--- config.mk ---
export PLATFORM = sky130hd
export DESIGN_NAME = gray_ptr_sync_decode
export DESIGN_NICKNAME = d
export VERILOG_FILES = /design/src/rtl/gray_ptr_sync_decode.sv
export SDC_FILE = /design/constraint.sdc
export NUM_CORES = 1
export LEC_CHECK = 0
export CAP_MARGIN = 5
export CORE_MARGIN = 2
export CORE_UTILIZATION = 52
export CTS_CLUSTER_DIAMETER = 50
export DETAILED_ROUTE_END_ITERATION = 8
export PLACE_DENSITY = 0.85
export SLEW_MARGIN = 0
export SYNTH_ARGS = -nofsm -noshare
export SYNTH_HDL_FRONTEND = slang
export SYNTH_SLANG_ARGS = --single-unit
--- constraint.sdc ---
create_clock -name clk -period 4.7 [get_ports clk]
set_input_delay 0.47 -clock clk [delete_from_list [all_inputs] [get_ports clk]]
set_output_delay 0.47 -clock clk [all_outputs]
set_load 0.005 [all_outputs]
--- src/rtl/gray_ptr_sync_decode.sv ---
// rtl/gray_ptr_sync_decode.sv - gray pointer synchronizer, decoder and step monitor (optional checker: GRAY_STEP_CHECK_EN)
module gray_ptr_sync_decode #(
    parameter int WIDTH       = 4,
    parameter int SYNC_STAGES = 2,
    parameter int CNT_W       = 8
) (
    input  logic             clk,
    input  logic             rst_n,
    input  logic [WIDTH-1:0] gray_in,
    input  logic             err_clr,
    output logic [WIDTH-1:0] bin_out,
    output logic [WIDTH-1:0] gray_sync,
    output logic             upd,
    output logic             inc,
    output logic             wrap,
    output logic             step_err,
    output logic [CNT_W-1:0] upd_cnt
);

    // Synchronizer chain; the last stage is exported as gray_sync.
    logic [WIDTH-1:0]       sync_q [SYNC_STAGES];
    // Tracks how far real post-reset samples have travelled down the chain.
    logic [SYNC_STAGES-1:0] fill_q;
    // High until the first real sample has been decoded after reset.
    logic                   prime;

    logic [WIDTH-1:0] bin_next;
    logic [WIDTH-1:0] bin_plus_one;
    logic             changed;
    logic             is_inc;
    logic             is_wrap;
    logic             sync_valid;

    assign gray_sync  = sync_q[SYNC_STAGES-1];
    assign sync_valid = fill_q[SYNC_STAGES-1];

    // Plain flop chain, no logic between stages.
    always_ff @(posedge clk or negedge rst_n) begin
        if (!rst_n) begin
            for (int i = 0; i < SYNC_STAGES; i++) begin
                sync_q[i] <= '0;
            end
        end else begin
            sync_q[0] <= gray_in;
            for (int i = 1; i < SYNC_STAGES; i++) begin
                sync_q[i] <= sync_q[i-1];
            end
        end
    end

    // Fill marker shifts alongside the data so the first real sample is known.
    always_ff @(posedge clk or negedge rst_n) begin
        if (!rst_n) begin
            fill_q <= '0;
        end else begin
            fill_q <= {fill_q[SYNC_STAGES-2:0], 1'b1};
        end
    end

    // Gray to binary: each binary bit is the XOR of all gray bits at or above it.
    always_comb begin
        bin_next = '0;
        bin_next[WIDTH-1] = gray_sync[WIDTH-1];
        for (int i = WIDTH - 2; i >= 0; i--) begin
            bin_next[i] = bin_next[i+1] ^ gray_sync[i];
        end
    end

    // Classify the pending transition against the current output.
    always_comb begin
        bin_plus_one = bin_out + 1'b1;
        changed      = (bin_next != bin_out);
        is_inc       = (bin_next == bin_plus_one);
        is_wrap      = (&bin_out) && (bin_next == '0);
    end

    // Output register, event pulses, prime handling and saturating counter.
    // The prime sample is the first decode of real data after reset; it may
    // or may not differ from zero, and it is never reported as a step.
    always_ff @(posedge clk or negedge rst_n) begin
        if (!rst_n) begin
            bin_out <= '0;
            upd     <= 1'b0;
            inc     <= 1'b0;
            wrap    <= 1'b0;
            upd_cnt <= '0;
            prime   <= 1'b1;
        end else begin
            upd  <= 1'b0;
            inc  <= 1'b0;
            wrap <= 1'b0;
            if (sync_valid) begin
                bin_out <= bin_next;
                prime   <= 1'b0;
                if (changed) begin
                    upd  <= 1'b1;
                    inc  <= is_inc && !prime;
                    wrap <= is_wrap && !prime;
                    if (upd_cnt != {CNT_W{1'b1}}) begin
                        upd_cnt <= upd_cnt + 1'b1;
                    end
                end
            end
        end
    end

`ifdef GRAY_STEP_CHECK_EN
    // Gray word that corresponds to the value currently held in bin_out.
    logic [WIDTH-1:0] gray_prev;
    logic [WIDTH-1:0] gray_diff;
    logic [$clog2(WIDTH+1)-1:0] diff_pop;
    logic             multi_step;

    assign gray_prev = bin_out ^ (bin_out >> 1);
    assign gray_diff = gray_sync ^ gray_prev;

    // Number of gray bits that flip in the pending transition.
    always_comb begin
        diff_pop = '0;
        for (int i = 0; i < WIDTH; i++) begin
            diff_pop = diff_pop + {{($clog2(WIDTH+1)-1){1'b0}}, gray_diff[i]};
        end
        multi_step = (diff_pop > 1);
    end

    // Sticky error; a fresh error outranks a simultaneous clear.
    always_ff @(posedge clk or negedge rst_n) begin
        if (!rst_n) begin
            step_err <= 1'b0;
        end else if (sync_valid && changed && !prime && multi_step) begin
            step_err <= 1'b1;
        end else if (err_clr) begin
            step_err <= 1'b0;
        end
    end
`else
    logic err_clr_unused;

    assign err_clr_unused = err_clr;
    assign step_err       = 1'b0;
`endif

endmodule

==> impl_metrics.tcl, run 1 <==
set metrics [dict create \
    finalWirelength_mm 1.83 \
    grt_pass1_wl_mm 2.97 \
    crit_required_ps 4910 \
    arrival_ps 2960 \
    vias 736 \
    portBuffers 24 \
    dp.cells 141 \
    grt_max_degree 27 \
    fp.dieW_um 51.1 \
    track_usage 0.153 \
    fin_area_um2 1420 \
    cp-end-kind "register" \
    finClkSkew_ps 1.72 \
    antenna_cells 0 \
    cts_buffer_depth 2 \
    syn_inst 95 \
    finalCritPeriodShare 0.585 \
    final_common_cell "dfrtp_1" \
    worst_skew_pair.late_latency_ps 300 \
    finalCriticalPeriod_ps 2750 \
    rsz0062_at_grt "no" \
    yosysWarnings 0 \
    finalSetupTns_ps 0 \
    drive_above_1_share 0.103 \
    hp-class "reg2reg" \
    grt_overflow 0 \
    avgSynthCellArea_um2 12.1 \
    tritoncts "done" \
    power_w 0.000632 \
    die-area_um2 2610 \
    power.leakage_nw 0.614 \
    row_count 17 \
    dr.pass1.iters 4 \
    cts_max_level 1 \
    core-area_um2 2150 \
    via_per_inst 5.08 \
    ys_ff_latch 26 \
    cts_buffers 3 \
    cp_max_fo 11 \
    vdd_drop_max_uv 275 \
    post-route-util 0.661 \
    antenna_found_initial 0 \
    status "completed" \
    worst-setup-path-type "reg2reg" \
    synth.cell_area_um2 1150 \
    dp_hpwl_mm 1.30 \
    area_growth_pct 23.1 \
    cp-start-kind "register" \
    drv_slew 0 \
    grt_pass1_vias 690 \
    layout.nets 128 \
    finalSetupViolCount 0 \
    cts_resized 0 \
    path_clk_slew_ps 130 \
    synth_cell_type_count 31 \
    place_area_um2 1380 \
    finalWeightedCongestion 0.813 \
    cts_hold_buf 0 \
    die_y_um 51.1 \
    postRouteAntennaNets 0 \
    wl_per_cell_um 12.6 \
    synth_nets 105 \
    hold_viol 0 \
    worst_pin_slew_ps 1090 \
    drc 0 \
    final_cells 145 \
    final_cell_mix "25 x dfrtp_1, 24 x clkdlybuf4s50_1, 6 x xnor2_1" \
    first_iter_violations 11 \
    cap_viol_max_count 0 \
    yosysSeqAreaShare 0.565 \
    fmax_ghz 0.364 \
    nFillCells 170 \
    start_util 0.537 \
    io_pins 27 \
    root_buffer "clkbuf_4" \
    power_density_nw_per_um2 445 \
    cts_setup_buffers 0 \
    clock_sinks 26 \
    slew_headroom 0.272 \
]
## synthesized netlist by cell type
cell,instances,area share
xnor2_1,6,0.046
dfstp_2,1,0.023
ha_1,3,0.033
and3_1,1,0.0054
buf_4,6,0.039
nor4b_1,1,0.0076
xor2_1,5,0.038
nand4_1,2,0.011
mux2_1,1,0.0098
nand2_1,4,0.013
mux2_2,4,0.039
or2_2,1,0.0054
and4_1,1,0.0076
or3_1,1,0.0054
a31oi_1,3,0.016
xor2_2,1,0.014
nor2b_1,2,0.011
nand4b_1,1,0.0076
nor3b_1,1,0.0065
and2_1,1,0.0054
o21ai_0,1,0.0043
dfrtp_1,25,0.54
nor2_1,5,0.016
inv_1,5,0.016
a21oi_1,2,0.0087
conb_1,2,0.0065
nor3_1,3,0.013
a41oi_1,1,0.0076
mux2i_1,2,0.017
a21boi_4,1,0.016
nand3_1,2,0.0087
## worst max-delay path, cell delays in order (launching register included)
cell and delay (ps):
dfrtp_1 430, inv_1 60, ha_1 390, xor2_2 310, xnor2_1 150, a31oi_1 660, a21boi_4 320, mux2_1 330
## power breakdown
group | total (W) | internal [W] | switching (W)
sequential | 0.000316 | 0.000264 | 0.0000520
clock | 0.000108 | 0.0000472 | 0.0000608
combinational | 0.000207 | 0.000126 | 0.0000811
total | 0.000632 | 0.000438 | 0.000194
## path summary, 6_finish.rpt
kind / slack, ps / start / end / cells past startpoint
worst max-delay path: 1950 / gray_sync[3] / upd_cnt[1] / 7
worst min-delay path: 360 / fill_q[0] / fill_q[1] / 0
worst max register to register: 1950 / gray_sync[3] / upd_cnt[1] / 7
worst min register to register: 360 / fill_q[0] / fill_q[1] / 0
max in group asynchronous: 3320 / rst_n / sync_q[7] / 1
min in group asynchronous: 740 / rst_n / upd_cnt[4] / 1
## cell type report
class,count,area (µm²),area share
sequential,26,652,0.459
multi-input combinational,58,438,0.308
timing repair buffer,24,240,0.169
clock buffer,4,36.3,0.0256
tap,28,35.0,0.0247
inverter,5,18.8,0.0132
## layer usage
layer | track usage | routed length [µm]
met5 | 0 | 0
met4 | 0.0541 | 16
met3 | 0.0263 | 67
met2 | 0.262 | 921
met1 | 0.196 | 827
## flip-flops by register name (all words and copies together) (netlist names)
name and flops:
bin_out 4, fill_q 2, gray_sync 4, inc 1, prime 1, sync_q 4
upd 1, upd_cnt 8, wrap 1
## cells by family (layout without fill, tap and decap cells)
kind of cell               after synthesis  count (layout)  share of synthesized area
DFF                                     26              26                      0.565
buffers and inverters                   11              33                     0.0553
other                                    2               2                    0.00651
muxes                                    7               7                     0.0662
adders and majority gates                3               3                     0.0325
AOI/OAI and AO/OA                        8               8                     0.0531
xor gates and xnor gates                12              12                     0.0976
and+or+nand+nor                         26              26                      0.124
## stage by stage
stage,setup slack [ps],hold slack (ps)
after floorplan,2550,174
after global placement,2030,331
after detailed placement,1990,336
after CTS,1960,365
after global routing,1720,369
final,1950,362
(Power assumes the default switching activity.)
==> run 2, diff against run 1 <==
- CORE_UTILIZATION: 52 -> 48
- PLACE_DENSITY: 0.85 -> 0.79
- clock period: 4.7 -> 2.72 ns (I/O delays scaled with it)
==> impl_metrics.tcl, run 2 (synthesis gave the netlist of run 1 again) <==
set metrics [dict create \
    status "completed" \
    die_y_um 53.0 \
    vdd_drop_max_uv 521 \
    fin_area_um2 1430 \
    cts_buffers 3 \
    finalWeightedCongestion 0.847 \
    clock_sinks 26 \
    die-area_um2 2810 \
    cap_viol_max_count 0 \
    ff2ff_path_depth 8 \
    drc 0 \
    finClkSkew_ps 3.39 \
    via_per_inst 5.00 \
    first_iter_violations 15 \
    dp_hpwl_mm 1.29 \
    worst-setup-path-type "reg2reg" \
    rsz0062_at_grt "no" \
    top_register "upd_cnt" \
    hold_viol 0 \
    start_util 0.517 \
    hp-class "in2async" \
    drive_above_1_share 0.109 \
    antenna_cells 0 \
    fmax_ghz 0.418 \
    dr.pass1.iters 4 \
    tritoncts "done" \
    cts_max_level 1 \
    place_area_um2 1400 \
    cts_hold_buf 0 \
    postRouteAntennaNets 0 \
    layout.nets 130 \
    vias 735 \
    power.leakage_nw 0.618 \
    antenna_found_initial 0 \
    finalSetupViolCount 0 \
    final_cell_mix "25 x dfrtp_1, 24 x clkdlybuf4s50_1, 6 x xnor2_1" \
    grt_max_degree 27 \
    wl_per_cell_um 11.6 \
    fp.dieW_um 53.0 \
    slew_headroom 0.641 \
    drv_slew 0 \
    finalWirelength_mm 1.70 \
    track_usage 0.151 \
    area_growth_pct 23.5 \
    worst_skew_pair.late_latency_ps 320 \
    row_count 17 \
    core-area_um2 2230 \
    largest_reg_flops 8 \
    final_common_cell "dfrtp_1" \
    grt_overflow 0 \
    cp_max_fo 11 \
    io_pins 27 \
    power_density_nw_per_um2 745 \
    finalSetupTns_ps 0 \
    cp-start-kind "register" \
    grt_pass1_vias 694 \
    cts_setup_buffers 0 \
    cp-end-kind "register" \
    finalCriticalPeriod_ps 2390 \
    path_clk_slew_ps 130 \
    cts_resized 0 \
    cts_buffer_depth 2 \
    nFillCells 186 \
    root_buffer "clkbuf_4" \
    portBuffers 24 \
    crit_required_ps 2930 \
    arrival_ps 2610 \
    finalCritPeriodShare 0.880 \
    worst_pin_slew_ps 535 \
    grt_pass1_wl_mm 3.04 \
]
run 2: cell count changes in the layout (fill, tap and decap cells not counted), sizes merged:
cell	change
buf	+2
run 2: worst max-delay path, stage by stage (launching register included):
cell	delay, ps
dfrtp_1	420
inv_1	60
ha_1	410
xor2_2	320
xnor2_1	140
a31oi_1	200
buf_4	200
a21boi_4	210
mux2_1	330
run 2: layout make-up:
type	count	area, µm²	area share
Sequential cell	26	652	0.457
Clock buffer	4	26.3	0.0184
Timing Repair Buffer	26	255	0.179
Inverter	5	18.8	0.0132
Multi-Input combinational cell	58	438	0.307
Tap cell	28	35.0	0.0246
run 2: per-stage QoR:
step                power [W]  setup slack [ps]  hold WS [ps]   util  instances
finish                0.00106               326           293  0.638        147
floorplan            0.000729               568         -23.6      -         95
global route          0.00114               180           303  0.638        147
global placement     0.000896               428           333  0.626        143
detailed placement   0.000912               356           338  0.626        143
CTS                   0.00108               320           290  0.638        147
run 2: final timing paths:
check / start / end / slack, ps
min reg2reg: sync_q[5] / gray_sync[1] / 360
min: rst_n / gray_sync[2] / 290
max reg2reg: gray_sync[3] / upd_cnt[1] / 330
min in group clk: sync_q[5] / gray_sync[1] / 360
max in group asynchronous: rst_n / prime / 2140
max: gray_sync[3] / upd_cnt[1] / 330
run 2: layer usage:
layer  part of all wire  vias up  global-route usage
met5                  0        -                   0
met4              0.014        0              0.0769
met3              0.048        4              0.0339
met2               0.49       21               0.235
met1               0.45      348               0.197
li1                   -      362                   -
run 2: power breakdown:
part           total (W)  switching, W  internal (W)
logic           0.000356      0.000135      0.000221
clock network   0.000162      0.000105     0.0000574
registers       0.000544     0.0000868      0.000457
total            0.00106      0.000326      0.000735
==> run 3, diff against run 2 <==
- SETUP_SLACK_MARGIN: default -> 0.1
==> results of run 3 <==
Same layout as run 2: the final DEF is identical, and so are final timing and power.
